`src/rtl/pmbist_march_ctrl.sv`:
```
// March C- sequencer for PMBIST: one memory op per cycle, pipelined read compare, sticky fail.
// Optional first-failure logging (fail_addr/fail_elem) enabled by defining PMBIST_FAIL_LOG_EN.
module pmbist_march_ctrl #(
  parameter int ADDR_W = 8,
  parameter int DATA_W = 8,
  parameter int DEPTH  = 256
) (
  input  logic              clk,
  input  logic              rst,
  input  logic              start,
  output logic              busy,
  output logic              done,
  output logic              fail,
  output logic [2:0]        elem,
  output logic              mem_en,
  output logic              mem_we,
  output logic [ADDR_W-1:0] mem_addr,
  output logic [DATA_W-1:0] mem_wdata,
  input  logic [DATA_W-1:0] mem_rdata
`ifdef PMBIST_FAIL_LOG_EN
  ,
  output logic [ADDR_W-1:0] fail_addr,
  output logic [2:0]        fail_elem
`endif
);

  typedef enum logic [1:0] {IDLE, RUN, DRAIN, DONE} state_t;

  localparam logic [ADDR_W-1:0] LAST = ADDR_W'(DEPTH - 1);
  localparam logic [ADDR_W-1:0] ZERO = '0;

  // E3/E4 walk the address space downwards
  function automatic logic down_f(input logic [2:0] e);
    return (e == 3'd3) || (e == 3'd4);
  endfunction

  function automatic logic single_f(input logic [2:0] e);
    return (e == 3'd0) || (e == 3'd5);
  endfunction

  function automatic logic rd_f(input logic [2:0] e, input logic op);
    return (e != 3'd0) && !op;
  endfunction

  // Background bit for the op: expected value on reads, written value on writes
  function automatic logic bg_f(input logic [2:0] e, input logic op);
    if (rd_f(e, op)) return (e == 3'd2) || (e == 3'd4);
    return (e == 3'd1) || (e == 3'd3);
  endfunction

  state_t              state_q, state_d;
  logic                op_q, op_d;
  logic [2:0]          elem_d;
  logic [ADDR_W-1:0]   addr_d;
  logic                en_d, we_d, busy_d, done_d, fail_d;
  logic [DATA_W-1:0]   wdata_d;
  logic                cmp_v_q, cmp_v_d;
  logic [DATA_W-1:0]   exp_q, exp_d;
`ifdef PMBIST_FAIL_LOG_EN
  logic [ADDR_W-1:0]   cmp_addr_q, cmp_addr_d, flog_addr_d;
  logic [2:0]          cmp_elem_q, cmp_elem_d, flog_elem_d;
`endif

  always_comb begin
    state_d = state_q;
    op_d    = op_q;
    elem_d  = elem;
    addr_d  = mem_addr;
    busy_d  = busy;
    done_d  = done;
    fail_d  = fail;
    cmp_v_d = 1'b0;
    exp_d   = exp_q;
    en_d    = 1'b0;
    we_d    = 1'b0;
    wdata_d = '0;
`ifdef PMBIST_FAIL_LOG_EN
    cmp_addr_d  = cmp_addr_q;
    cmp_elem_d  = cmp_elem_q;
    flog_addr_d = fail_addr;
    flog_elem_d = fail_elem;
`endif

    if (cmp_v_q && (mem_rdata != exp_q)) begin
      fail_d = 1'b1;
`ifdef PMBIST_FAIL_LOG_EN
      if (!fail) begin
        flog_addr_d = cmp_addr_q;
        flog_elem_d = cmp_elem_q;
      end
`endif
    end

    case (state_q)
      IDLE, DONE: begin
        if (start) begin
          state_d = RUN;
          busy_d  = 1'b1;
          done_d  = 1'b0;
          fail_d  = 1'b0;
          elem_d  = 3'd0;
          op_d    = 1'b0;
          addr_d  = ZERO;
`ifdef PMBIST_FAIL_LOG_EN
          flog_addr_d = ZERO;
          flog_elem_d = 3'd0;
`endif
        end
      end
      RUN: begin
        if (rd_f(elem, op_q)) begin
          cmp_v_d = 1'b1;
          exp_d   = {DATA_W{bg_f(elem, op_q)}};
`ifdef PMBIST_FAIL_LOG_EN
          cmp_addr_d = mem_addr;
          cmp_elem_d = elem;
`endif
        end
        if (!single_f(elem) && !op_q) begin
          op_d = 1'b1;
        end else if (mem_addr != (down_f(elem) ? ZERO : LAST)) begin
          op_d   = 1'b0;
          addr_d = down_f(elem) ? mem_addr - 1'b1 : mem_addr + 1'b1;
        end else if (elem == 3'd5) begin
          state_d = DRAIN;
          op_d    = 1'b0;
          addr_d  = ZERO;
        end else begin
          elem_d = elem + 3'd1;
          op_d   = 1'b0;
          addr_d = down_f(elem + 3'd1) ? LAST : ZERO;
        end
      end
      DRAIN: begin
        state_d = DONE;
        busy_d  = 1'b0;
        done_d  = 1'b1;
        elem_d  = 3'd0;
      end
      default: state_d = IDLE;
    endcase

    // Memory strobes are derived from the next cursor so they leave registered
    if (state_d == RUN) begin
      en_d    = 1'b1;
      we_d    = !rd_f(elem_d, op_d);
      wdata_d = we_d ? {DATA_W{bg_f(elem_d, op_d)}} : '0;
    end
  end

  always_ff @(posedge clk or negedge rst) begin
    if (!rst) begin
      state_q   <= IDLE;
      op_q      <= 1'b0;
      elem      <= '0;
      mem_addr  <= '0;
      mem_en    <= 1'b0;
      mem_we    <= 1'b0;
      mem_wdata <= '0;
      busy      <= 1'b0;
      done      <= 1'b0;
      fail      <= 1'b0;
      cmp_v_q   <= 1'b0;
      exp_q     <= '0;
    end else begin
      state_q   <= state_d;
      op_q      <= op_d;
      elem      <= elem_d;
      mem_addr  <= addr_d;
      mem_en    <= en_d;
      mem_we    <= we_d;
      mem_wdata <= wdata_d;
      busy      <= busy_d;
      done      <= done_d;
      fail      <= fail_d;
      cmp_v_q   <= cmp_v_d;
      exp_q     <= exp_d;
    end
  end

`ifdef PMBIST_FAIL_LOG_EN
  always_ff @(posedge clk or negedge rst) begin
    if (!rst) begin
      cmp_addr_q <= '0;
      cmp_elem_q <= '0;
      fail_addr  <= '0;
      fail_elem  <= '0;
    end else begin
      cmp_addr_q <= cmp_addr_d;
      cmp_elem_q <= cmp_elem_d;
      fail_addr  <= flog_addr_d;
      fail_elem  <= flog_elem_d;
    end
  end
`endif

endmodule

```
`config.mk`:
```
export PLATFORM = sky130hd
export DESIGN_NAME = pmbist_march_ctrl
export DESIGN_NICKNAME = d
export VERILOG_FILES = /design/src/rtl/pmbist_march_ctrl.sv
export SDC_FILE = /design/constraint.sdc
export NUM_CORES = 1
export LEC_CHECK = 0
export ABC_CLOCK_PERIOD_IN_PS = 3800
export BUFFER_PORTS_ARGS = -buffer_cell sky130_fd_sc_hd__buf_2
export CORE_MARGIN = 2
export CORE_UTILIZATION = 54
export CTS_BUF_LIST = sky130_fd_sc_hd__clkbuf_16
export DETAILED_ROUTE_END_ITERATION = 8
export PLACE_DENSITY_LB_ADDON = 0.2
export SETUP_SLACK_MARGIN = 0.1
export SYNTH_ARGS = -nofsm -noshare
export SYNTH_HDL_FRONTEND = slang
export SYNTH_SLANG_ARGS = --single-unit
```
`constraint.sdc`:
```
create_clock -name clk -period 3.8 [get_ports clk]
set_clock_uncertainty 0.2 [all_clocks]
set_input_delay 0.76 -clock clk [delete_from_list [all_inputs] [get_ports clk]]
set_output_delay 0.76 -clock clk [all_outputs]
set_load 0.02 [all_outputs]
```
==> implementation parameters, run 1 <==
Parameter                              Value

Status
  Status    complete, no violations

Floorplanning
  Number of ports placed on the die boundary    35
  Die area    3410 µm²
  Initial core utilization    between 50% and 60%
  Number of placement rows    19
  DIE HEIGHT    58.4 µm
  Width of the die    just under 60 µm
  Core region area    between 2000 and 3000 µm²

Clock network
  Setup bufs post-CTS    0
  Worst-Skew Late Latency    0.26 ns
  H-tree lvl count    1
  Post-CTS sizing    0
  CTS Sinks    22
  CTS hold repair buffers    0
  Clock transition at path regs    0.06 ns
  Clock tree from TritonCTS    built
  Number of CTS-inserted buffers    3
  Bufs on Longest Clock Path    2
  Clock Root Buffer    sky130_fd_sc_hd__clkbuf_16

Setup path
  Kind of start point of the critical path    register
  Origin of the critical flop-to-flop path    elem[0]
  Critical path peak fanout    10
  Most frequent cell on the critical path    sky130_fd_sc_hd__ha_1
  Cell-by-cell listing of the critical path    inv_1 > ha_1 > mux2_4 > ha_1 > a21o_1 > a221oi_1 > o21ai_0 > or2_2 > a31oi_1 > a311oi_1
  Top delay family on crit path    compound AO/OA/AOI/OAI gates
  Worst Path Buf+Inv    1
  CP startpoint    elem[0]
  Worst Setup End Kind    register
  Slowest Stage Delay on Critical Path    0.44 ns
  Crit path arrival time    3.20 ns
  Critical path data required time    3.73 ns
  Critical-path top delay cell    sky130_fd_sc_hd__dfrtp_1
  Type of the setup path with the least slack    reg -> reg

Cells and area
  Area added between synthesis and finish    15.8%
  Number of fillers in the final layout    225
  Flip-flop count of the largest register after layout    8
  Final core area utilization    66.5%
  Largest register by flop count    mem_addr
  # nets final    roughly 230
  Diodes inserted    0
  Multi-input combinational cell area    941 µm²
  Registers with the highest flip-flop counts    mem_addr (8), elem (3), state_q (2)
  Share of final-layout standard cells stronger than drive strength 1    26.8%
  Sequential Area    551 µm²

Synthesis
  Number of flip-flops and latches in the synthesized netlist    22
  Xor/xnor cell area share of the yosys netlist    1.64%
  Cell variety after synth    50
  Dominant combinational cell family by area after synthesis    compound AO/OA/AOI/OAI gates
  Count of yosys warnings during synthesis    0
  Mux share of post-synthesis cell area    under 10%
  Syn Inst Count    176
  Asr flop ratio synth    100%
  Cell area after technology mapping    1600 µm²
  Simple-gate area share of the yosys netlist    18.4%
  Number of flops mapped to enable cells by yosys    0
  Avg Cell Area, Syn    9.08 µm²
  Part of the Yosys area used for sequential elements    34.5%
  Complex-gate fraction of the synthesized area    roughly a quarter
  Synthesized net count    between 200 and 250
  Adder-cell share of the synthesized area    between 10% and 20%
  Main synth FF type    sky130_fd_sc_hd__dfrtp_1

Routing
  Via count normalized by instance count    5.98
  Number of violations reported at the end of detailed-routing iteration 0    42
  Via count    ~1.4k
  Number of iterations in the first detailed-routing pass    4
  Residual antenna-violating net count after detailed routing    0
  Final routed wire length divided by cell count    around 15 µm
  Detailed-route DRC error count    0
  Wire length after detailed routing    about 3700 µm

Timing
  Highest attainable clock frequency    306 MHz
  Total setup violations reported at the end of the flow    0
  Final critical path time including I/O delays and setup    3.27 ns
  Max-slew violation count    0
  Slew HR    24.6%
  Actual slew at the worst max-slew pin    1.12 ns
  Final hold slack    0.265 ns
  Post-route fraction of the period consumed by the critical path    86.0%
  Unrepaired setup endpoints after global routing    no
  Fin. Hold Viols    0
  Setup TNS after final layout    0 ns

Placement
  Detailed placer's ending HPWL    2630 µm
  Quantity of I/O buffers inserted on ports    34
  RD Place Congestion    about 0.85

Worst hold path
  Class of the tightest hold or removal check    in -> async

Global route
  GRT Residual Overflow    0
  Initial antenna violation count    0
  Overall routing resource usage    22.8%
  Number of global-route vias before repair    1,303
  Pin count of the biggest net entering global routing    23
  Global-route wire length before repair    approximately 6000 µm

Power
  Static leakage    between 0.9 and 1 nW
  Total power divided by cell area    just over 500 nW/µm²
  VDD IR max    0.486 mV

Job
  Count of max-cap constraint violations    0
through the flow:
step                instances  total power, mW  setup slack (ns)  instance area (µm²)
CTS                       236            0.951             0.579                 1850
detailed placement        232            0.652             0.625                 1750
global placement          232            0.641             0.752                 1750
global route              236             1.00             0.346                 1850
finish                    236            0.951             0.532                 1850
floorplan                 176            0.563             0.712                 1600
cells in the final DEF, fill, tap and decap left out, types with 3 or more instances in the layout:
master,count
sky130_fd_sc_hd__buf_2,34
sky130_fd_sc_hd__dfrtp_1,22
sky130_fd_sc_hd__nand2_1,17
sky130_fd_sc_hd__nor2_1,15
sky130_fd_sc_hd__o21ai_0,15
sky130_fd_sc_hd__ha_1,13
sky130_fd_sc_hd__inv_1,12
sky130_fd_sc_hd__a21oi_1,9
sky130_fd_sc_hd__a21o_1,6
sky130_fd_sc_hd__or2_2,3
sky130_fd_sc_hd__nor2b_1,3
sky130_fd_sc_hd__o31ai_1,3
sky130_fd_sc_hd__a211oi_1,3
sky130_fd_sc_hd__nor3_1,3
sky130_fd_sc_hd__nand3_1,3
sky130_fd_sc_hd__clkbuf_16,3
cells by family after synthesis:
family / count (synthesis)
buf+inv: 21
compound gates: 56
fa+ha+maj: 14
simple gates: 57
flops: 22
mux: 3
xor+xnor: 3
routing by layer:
metal | track usage [%] | vias to the layer above | part of all wire [%]
met5 | 0 | - | 0
met4 | 7.31 | 0 | 1.2
met3 | 2.64 | 5 | 6.2
met2 | 36.1 | 46 | 46
met1 | 32.6 | 674 | 47
li1 | - | 687 | -
Yosys cell counts (all sizes together) (2+ instances only):
master / instances / area [µm²]
a2111oi: 2 / 23.8
a211o: 2 / 17.5
a211oi: 3 / 22.5
a21o: 7 / 53.8
a21oi: 10 / 53.8
a221oi: 2 / 23.8
a31oi: 2 / 12.5
and2: 3 / 21.3
buf: 8 / 57.6
dfrtp: 22 / 551
ha: 13 / 163
inv: 12 / 45.0
mux2i: 2 / 32.5
nand2: 18 / 70.1
nand3: 3 / 15.0
nand4: 3 / 33.8
nor2: 15 / 56.3
nor2b: 3 / 18.8
nor3: 4 / 25.0
o21a: 2 / 15.0
o21ai: 15 / 75.1
o31a: 2 / 17.5
o31ai: 4 / 35.0
or2: 3 / 18.8
xor2: 2 / 17.5
layout make-up:
type,instances,area share (%)
multi-input combinational,133,50.8
sequential,22,29.7
timing repair buffer,34,9.20
clock buffer,3,4.06
inverter,12,2.43
tap,31,2.10
clock inverter,1,1.62
power by group:
part           switching [mW]  leakage, nW  internal [mW]
Sequential             0.0254        0.289          0.270
Clock                  0.0902       0.0511          0.209
Combinational           0.233        0.589          0.123
Total                   0.349        0.929          0.602
final timing paths:
path,end,slack [ns],cells after the start
max,mem_addr[7],0.53,10
min,mem_addr[0],0.26,1
max reg2reg,mem_addr[7],0.53,10
min reg2reg,mem_addr[2],0.32,2
max in group asynchronous,state_q[0],2.80,1
min in group clk,mem_addr[2],0.32,2
Power figures use the tool's default switching activity.
==> run 2, diff against run 1 <==
--- a/config.mk
+++ b/config.mk
@@ -5,12 +5,14 @@
 export SDC_FILE = /design/constraint.sdc
 export NUM_CORES = 1
 export LEC_CHECK = 0
+export ABC_AREA = 1
 export ABC_CLOCK_PERIOD_IN_PS = 3800
 export BUFFER_PORTS_ARGS = -buffer_cell sky130_fd_sc_hd__buf_2
 export CORE_MARGIN = 2
 export CORE_UTILIZATION = 54
 export CTS_BUF_LIST = sky130_fd_sc_hd__clkbuf_16
 export DETAILED_ROUTE_END_ITERATION = 8
+export GPL_TIMING_DRIVEN = 1
 export PLACE_DENSITY_LB_ADDON = 0.2
 export SETUP_SLACK_MARGIN = 0.1
 export SYNTH_ARGS = -nofsm -noshare
==> run 2 against run 1 <==
  * Clock power decreased by 2%
  * Via count is 0.92% lower
  * Maximum frequency up 10%
==> implementation parameters, run 2 <==
Parameter                              Value

Status
  Status    complete, no violations

Synthesis
  Top cell type's share of synthesized area    33.3% (-1.2 points)
  Syn Inst Count    206 (+17%)
  Avg Cell Area, Syn    8.03 µm² (-12%)
  Ranking of synthesized cells by instance count    sky130_fd_sc_hd__nand2_1 (41), sky130_fd_sc_hd__inv_1 (30), sky130_fd_sc_hd__dfrtp_1 (22)
  Part of the Yosys area used for sequential elements    33.3% (-1.2 points)
  Synthesized net count    231 (+15%)
  Number of flops mapped to enable cells by yosys    0 (unchanged)
  Asr flop ratio synth    100% (unchanged)
  Most common cell in the netlist    sky130_fd_sc_hd__nand2_1
  Biggest area contributors in the synthesized netlist    sky130_fd_sc_hd__dfrtp_1 (33%), sky130_fd_sc_hd__ha_1 (9.8%), sky130_fd_sc_hd__nand2_1 (9.3%), sky130_fd_sc_hd__inv_1 (6.8%), sky130_fd_sc_hd__a21oi_1 (3.6%)
  Cell area after technology mapping    1650 µm² (+3.5%)
  Main synth FF type    sky130_fd_sc_hd__dfrtp_1
  Post-synth top area cell    sky130_fd_sc_hd__dfrtp_1
  Count of yosys warnings during synthesis    0 (unchanged)
  Cell variety after synth    36 (-28%)
  Number of flip-flops and latches in the synthesized netlist    22 (unchanged)

Placement
  Quantity of I/O buffers inserted on ports    34 (unchanged)
  Detailed placer's ending HPWL    2570 µm (-2.4%)
  Placed Instance Area    1800 µm² (+3.2%)
  RD Place Congestion    0.873 (+3.0%)
  Worst-case setup slack after placement    0.870 ns (+0.245 ns)

Clock network
  CTS Sinks    22 (unchanged)
  Clock tree from TritonCTS    built
  Number of CTS-inserted buffers    3 (unchanged)
  Clock transition at path regs    0.06 ns (about the same)
  H-tree lvl count    1 (unchanged)
  CTS hold repair buffers    0 (unchanged)
  Bufs on Longest Clock Path    2 (unchanged)
  Clock Root Buffer    sky130_fd_sc_hd__clkbuf_16
  Post-CTS sizing    0 (unchanged)
  Setup bufs post-CTS    0 (unchanged)
  Worst-Skew Late Latency    0.25 ns (about the same)

Timing
  Slew HR    66.3% (+42 points)
  Max-slew violation count    0 (unchanged)
  Final setup slack of the worst path    0.831 ns (+0.299 ns)
  Fin. Hold Viols    0 (unchanged)
  Setup TNS after final layout    0 ns (unchanged)
  Final critical path time including I/O delays and setup    2.97 ns (-0.299 ns)
  Actual slew at the worst max-slew pin    0.505 ns (-0.615 ns)
  Unrepaired setup endpoints after global routing    no
  Post-route fraction of the period consumed by the critical path    78.1% (-7.9 points)
  Total setup violations reported at the end of the flow    0 (unchanged)
  Highest attainable clock frequency    337 MHz (+10%)

Power
  Total power divided by cell area    529 nW/µm² (+2.8%)
  VDD IR max    0.418 mV (-14%)
  Static leakage    1.07 nW (+15%)

Setup path
  Worst Setup End Kind    register
  Critical path data required time    3.74 ns (about the same)
  Crit path arrival time    2.91 ns (-0.29 ns)
  Critical path peak fanout    10 (unchanged)
  Type of the setup path with the least slack    reg -> reg
  Kind of start point of the critical path    register

Cells and area
  Diodes inserted    0 (unchanged)
  Area added between synthesis and finish    15.3%
  Number of fillers in the final layout    258 (+15%)
  Final core area utilization    64.0% (-2.5 points)
  Flip-flop count of the largest register after layout    8 (unchanged)
  Largest register by flop count    mem_addr
  Share of final-layout standard cells stronger than drive strength 1    27.5% (+0.71 points)
  # nets final    262 (+13%)
  Most used cells in the layout excluding fill and tap cells    sky130_fd_sc_hd__nand2_1 (41), sky130_fd_sc_hd__buf_2 (34), sky130_fd_sc_hd__inv_1 (30), sky130_fd_sc_hd__dfrtp_1 (22), sky130_fd_sc_hd__ha_1 (13)
  Commonest non-fill, non-tap cell in the layout    sky130_fd_sc_hd__nand2_1
  Final non-filler cell area    1910 µm² (+3.0%)
  Registers with the highest flip-flop counts    mem_addr (8), elem (3), state_q (2)

Routing
  Wire length after detailed routing    3350 µm (-8.2%)
  Via count    1,399 (-0.92%)
  Final routed wire length divided by cell count    12.5 µm (-20%)
  Residual antenna-violating net count after detailed routing    0 (unchanged)
  Detailed-route DRC error count    0 (unchanged)
  Number of violations reported at the end of detailed-routing iteration 0    59 (+40%)
  Number of iterations in the first detailed-routing pass    4 (unchanged)
  Via count normalized by instance count    5.20 (-13%)

Floorplanning
  Number of placement rows    20 (+1)
  Width of the die    59.3 µm (+1.6%)
  Core region area    2980 µm² (+7.1%)
  Number of ports placed on the die boundary    35 (unchanged)
  Die area    3520 µm² (+3.3%)
  DIE HEIGHT    59.3 µm (+1.6%)
  Initial core utilization    55.5% (-1.9 points)

Global route
  Overall routing resource usage    21.2% (-1.6 points)
  Global-route wire length before repair    5660 µm (-5.4%)
  Pin count of the biggest net entering global routing    23 (unchanged)
  GRT Residual Overflow    0 (unchanged)
  Number of global-route vias before repair    1,311 (+0.61%)
  Initial antenna violation count    0 (unchanged)

Worst hold path
  Class of the tightest hold or removal check    in -> async

Job
  Count of max-cap constraint violations    0 (unchanged)
==> run 2: cell count changes in the layout (fill, tap and decap cells not counted), moves of 5 or more <==
cell	previous run	this run
sky130_fd_sc_hd__nand3_1	3	10
sky130_fd_sc_hd__a21o_1	6	0
sky130_fd_sc_hd__o21ai_0	15	10
sky130_fd_sc_hd__nand2_1	17	41
sky130_fd_sc_hd__inv_1	12	30
sky130_fd_sc_hd__nand2_2	1	8
==> run 2: per-layer routing <==
| layer | up-vias | global-route usage [%] | wire length [µm] |
|---|---|---|---|
| li1 | 731 | - | - |
| met1 | 623 | 29.9 | 1650 |
| met2 | 41 | 33.0 | 1480 |
| met3 | 4 | 5.90 | 188 |
| met4 | 0 | 3.57 | 24 |
| met5 | - | 0 | 0 |
==> run 2: stage by stage <==
step                      hold WS (ns)  total power [mW]  cells
after CTS                        0.283              1.01    269
after detailed placement         0.274             0.714    265
after global routing             0.304              1.08    269
final                            0.269              1.01    269
after floorplan                  0.264             0.607    206
after global placement           0.264             0.709    265
==> run 2: worst paths after layout <==
check	startpoint	endpoint	slack, ns	cells after the start
max reg2reg	elem[0]	mem_we	0.83	20
min in group clk	done	done	0.29	2
min	rst	mem_addr[6]	0.27	1
min reg2reg	done	done	0.29	2
max	elem[0]	mem_we	0.83	20
max in group asynchronous	rst	mem_en	2.79	1
==> run 2: worst max-delay path, cell delays in order (launching register included) <==
cell and delay [ns]:
sky130_fd_sc_hd__dfrtp_1 0.43, sky130_fd_sc_hd__inv_1 0.15, sky130_fd_sc_hd__ha_1 0.23, sky130_fd_sc_hd__inv_1 0.07, sky130_fd_sc_hd__nand2_2 0.08, sky130_fd_sc_hd__nand2_4 0.12
sky130_fd_sc_hd__inv_1 0.13, sky130_fd_sc_hd__ha_1 0.39, sky130_fd_sc_hd__nand2_2 0.08, sky130_fd_sc_hd__inv_2 0.05, sky130_fd_sc_hd__nand2_2 0.06, sky130_fd_sc_hd__nor2_4 0.12
sky130_fd_sc_hd__nand3_4 0.15, sky130_fd_sc_hd__nand2_1 0.10, sky130_fd_sc_hd__nand2_1 0.07, sky130_fd_sc_hd__nand2_1 0.07, sky130_fd_sc_hd__nand3_1 0.09, sky130_fd_sc_hd__nand2_2 0.11
sky130_fd_sc_hd__nor2_2 0.04, sky130_fd_sc_hd__nand2_1 0.06, sky130_fd_sc_hd__a21oi_2 0.05
==> run 2: area by class of cell <==
cell class	count	area [µm²]	area share [%]
clock buffer	3	75.1	3.94
clock inverter	1	30.0	1.57
inverter	34	130	6.82
multi-input combinational	142	910	47.7
sequential	22	551	28.9
tap	33	41.3	2.17
timing repair buffer	34	170	8.92
==> run 2: power by group <==
part	internal, mW	switching (mW)
sequential	0.281	0.0340
combinational	0.127	0.272
clock	0.209	0.0851
total	0.617	0.391
==> run 2: logic make-up after synthesis <==
logic type,Yosys count,synth area share [%]
AND/OR/NAND/NOR,88,27.8
buffers and inverters,42,11.7
AO/OA/AOI/OAI,35,13.5
flip-flops,22,33.3
adder cells (fa/ha/maj),14,11.0
XOR/XNOR,5,2.65
==> run 3, diff against run 2 <==
--- a/config.mk
+++ b/config.mk
@@ -6,7 +6,7 @@
 export NUM_CORES = 1
 export LEC_CHECK = 0
 export ABC_AREA = 1
-export ABC_CLOCK_PERIOD_IN_PS = 3800
+export ABC_CLOCK_PERIOD_IN_PS = 3000
 export BUFFER_PORTS_ARGS = -buffer_cell sky130_fd_sc_hd__buf_2
 export CORE_MARGIN = 2
 export CORE_UTILIZATION = 54
==> constraint.sdc (replaced) <==
create_clock -name clk -period 3 [get_ports clk]
set_clock_uncertainty 0.2 [all_clocks]
set_input_delay 0.6 -clock clk [delete_from_list [all_inputs] [get_ports clk]]
set_output_delay 0.6 -clock clk [all_outputs]
set_load 0.02 [all_outputs]
==> run 3 against run 2 <==
  * Global-route usage increased by 1.7 points
  * Power up 36%
  * Critical endpoint unchanged
  * Die area unchanged
  * Largest cell class unchanged
  * Maximum frequency is 3.1% higher
  * Sequential share of layout area shrank 3.6 points
  * Routed wire length is 22% higher
  * Utilization is 9.0 points higher
  * Critical path depth unchanged
  * Hold slack lost 0.17 ns
  * First-iteration DRC count unchanged
==> implementation parameters, run 3 (synthesized netlist as in run 2, its figures left out) <==
Parameter                              Value

Power
  Total power divided by cell area    631 nW/µm² (+19%)
  VDD IR max    0.392 mV (-6.3%)
  Static leakage    1.14 nW (+7.0%)

Cells and area
  Diodes inserted    0 (unchanged)
  Area added between synthesis and finish    31.5%
  Share of final-layout standard cells stronger than drive strength 1    40.0% (+12 points)
  Largest register by flop count    mem_addr
  Flip-flop count of the largest register after layout    8 (unchanged)
  Most used cells in the layout excluding fill and tap cells    sky130_fd_sc_hd__nand2_1 (39), sky130_fd_sc_hd__buf_2 (34), sky130_fd_sc_hd__inv_1 (24), sky130_fd_sc_hd__dfrtp_1 (22), sky130_fd_sc_hd__buf_4 (18)
  Commonest non-fill, non-tap cell in the layout    sky130_fd_sc_hd__nand2_1
  # nets final    281 (+7.3%)
  Registers with the highest flip-flop counts    mem_addr (8), elem (3), state_q (2)

Setup path
  Critical-path top delay cell    sky130_fd_sc_hd__dfrtp_1
  Worst reg2reg endpoint    mem_we
  Slowest Stage Delay on Critical Path    0.42 ns (about the same)
  Kind of start point of the critical path    register
  Worst Reg2Reg Path Length in Cells    20 (unchanged)
  Crit path arrival time    2.82 ns (-0.09 ns)
  Slack of the worst reg-to-reg path    0.12 ns (-0.71 ns)
  Cell-by-cell listing of the critical path    ha_2 > inv_2 > nand2_4 > nand2_4 > clkinvlp_4 > buf_12 > ha_4 > nand2_4 > inv_2 > nand2_2 > nor2_4 > nand3_4 > nand2_2 > nand2_1 > nand2_1 > nand3_1 > nand2_2 > nor2_2 > nand2_1 > a21oi_2
  Critical path data required time    2.94 ns (-0.80 ns)
  Type of the setup path with the least slack    reg -> reg
  Critical path peak fanout    7 (-3)
  Worst Setup End Kind    register
  Origin of the critical flop-to-flop path    elem[0]

Routing
  Via count normalized by instance count    5.44 (+4.7%)
  Residual antenna-violating net count after detailed routing    0 (unchanged)
  Number of violations reported at the end of detailed-routing iteration 0    59 (unchanged)
  Detailed-route DRC error count    0 (unchanged)
  Final routed wire length divided by cell count    14.2 µm (+14%)
  Number of iterations in the first detailed-routing pass    4 (unchanged)
  Via count    1,568 (+12%)
  Wire length after detailed routing    4100 µm (+22%)

Clock network
  Clock tree from TritonCTS    built
  Number of CTS-inserted buffers    3 (unchanged)
  CTS hold repair buffers    0 (unchanged)
  H-tree lvl count    1 (unchanged)
  Worst-Skew Late Latency    0.25 ns (about the same)
  Clock Root Buffer    sky130_fd_sc_hd__clkbuf_16
  CTS Sinks    22 (unchanged)
  Clock transition at path regs    0.06 ns (about the same)
  Bufs on Longest Clock Path    2 (unchanged)

Timing
  Max-slew violation count    0 (unchanged)
  Final hold slack    0.101 ns (-0.168 ns)
  Total setup violations reported at the end of the flow    0 (unchanged)
  Unrepaired setup endpoints after global routing    yes
  Post-route fraction of the period consumed by the critical path    96.0% (+18 points)
  Actual slew at the worst max-slew pin    0.492 ns (-0.0129 ns)
  Slew HR    67.2% (+0.86 points)
  Final setup slack of the worst path    0.119 ns (-0.712 ns)
  Highest attainable clock frequency    347 MHz (+3.1%)
  Setup TNS after final layout    0 ns (unchanged)
  Fin. Hold Viols    0 (unchanged)
  Final critical path time including I/O delays and setup    2.88 ns (-0.0880 ns)

Floorplanning
  Core region area    2980 µm² (unchanged)
  Number of placement rows    20 (unchanged)
  Width of the die    59.3 µm (unchanged)
  Initial core utilization    55.5% (unchanged)
  Die area    3520 µm² (unchanged)
  Number of ports placed on the die boundary    35 (unchanged)
  DIE HEIGHT    59.3 µm (unchanged)

Placement
  Worst-case setup slack after placement    0.0852 ns (-0.785 ns)
  Quantity of I/O buffers inserted on ports    34 (unchanged)
  RD Place Congestion    0.881 (+0.82%)
  Detailed placer's ending HPWL    2570 µm (+0.14%)

Global route
  Overall routing resource usage    22.9% (+1.7 points)
  Initial antenna violation count    0 (unchanged)
  Pin count of the biggest net entering global routing    23 (unchanged)
  GRT Residual Overflow    0 (unchanged)
  Global-route wire length before repair    5980 µm (+5.6%)
  Number of global-route vias before repair    1,362 (+3.9%)

Worst hold path
  Class of the tightest hold or removal check    in -> async

Status
  Status    complete, no violations

Job
  Count of max-cap constraint violations    0 (unchanged)
[run 3: power by group]
part / total (mW) / switching, mW / internal (mW)
combinational: 0.598 / 0.373 / 0.225
sequential: 0.403 / 0.0478 / 0.355
clock: 0.372 / 0.107 / 0.265
total: 1.37 / 0.527 / 0.846
[run 3: worst max path at each step]
stage | to | startpoint | cells after the start
after floorplan | mem_we | elem[0] | 17
after global placement | mem_we | elem[0] | 17
after detailed placement | mem_addr[2] | elem[0] | 15
after CTS | mem_we | elem[0] | 18
after global routing | mem_we | elem[0] | 20
final | mem_we | elem[0] | 20
[run 3: cell type report]
| cell class | instances | area (µm²) |
|---|---|---|
| clock buffer | 3 | 75.1 |
| clock inverter | 1 | 30.0 |
| fill | 199 | 802 |
| inverter | 34 | 134 |
| multi-input combinational | 142 | 1020 |
| sequential | 22 | 551 |
| tap | 33 | 41.3 |
| timing repair buffer | 53 | 325 |
[run 3: timing repair]
item	CTS	global route
pin swaps	1	13
setup endpoints to repair	8	15
resized for setup	7	13
buffers inserted	4	14
[run 3: critical path: cells and delay by family, from the launching register on]
kind                       cells  cell delay [ns]
AOI/OAI and AO/OA              1             0.05
adders and majority gates      2             0.52
buffers and inverters          4             0.38
DFF                            1             0.42
and+or+nand+nor               13             1.19
[run 3: metrics by stage]
step	area, µm²	instances	power, mW	utilization, %
final	2180	288	1.37	73.1
after global routing	2180	288	1.46	73.1
after CTS	2040	274	1.30	68.4
after detailed placement	1810	266	0.901	60.8
after global placement	1810	266	0.897	60.8
after floorplan	1650	206	0.769	-
[run 3: metal layers]
layer / vias up / share of wire [%] / GRT usage, %
met3: 18 / 6.9 / 5.46
met1: 704 / 45 / 31.6
met4: 0 / 3.7 / 9.74
met2: 84 / 45 / 34.2
li1: 762 / - / -
met5: - / 0 / 0
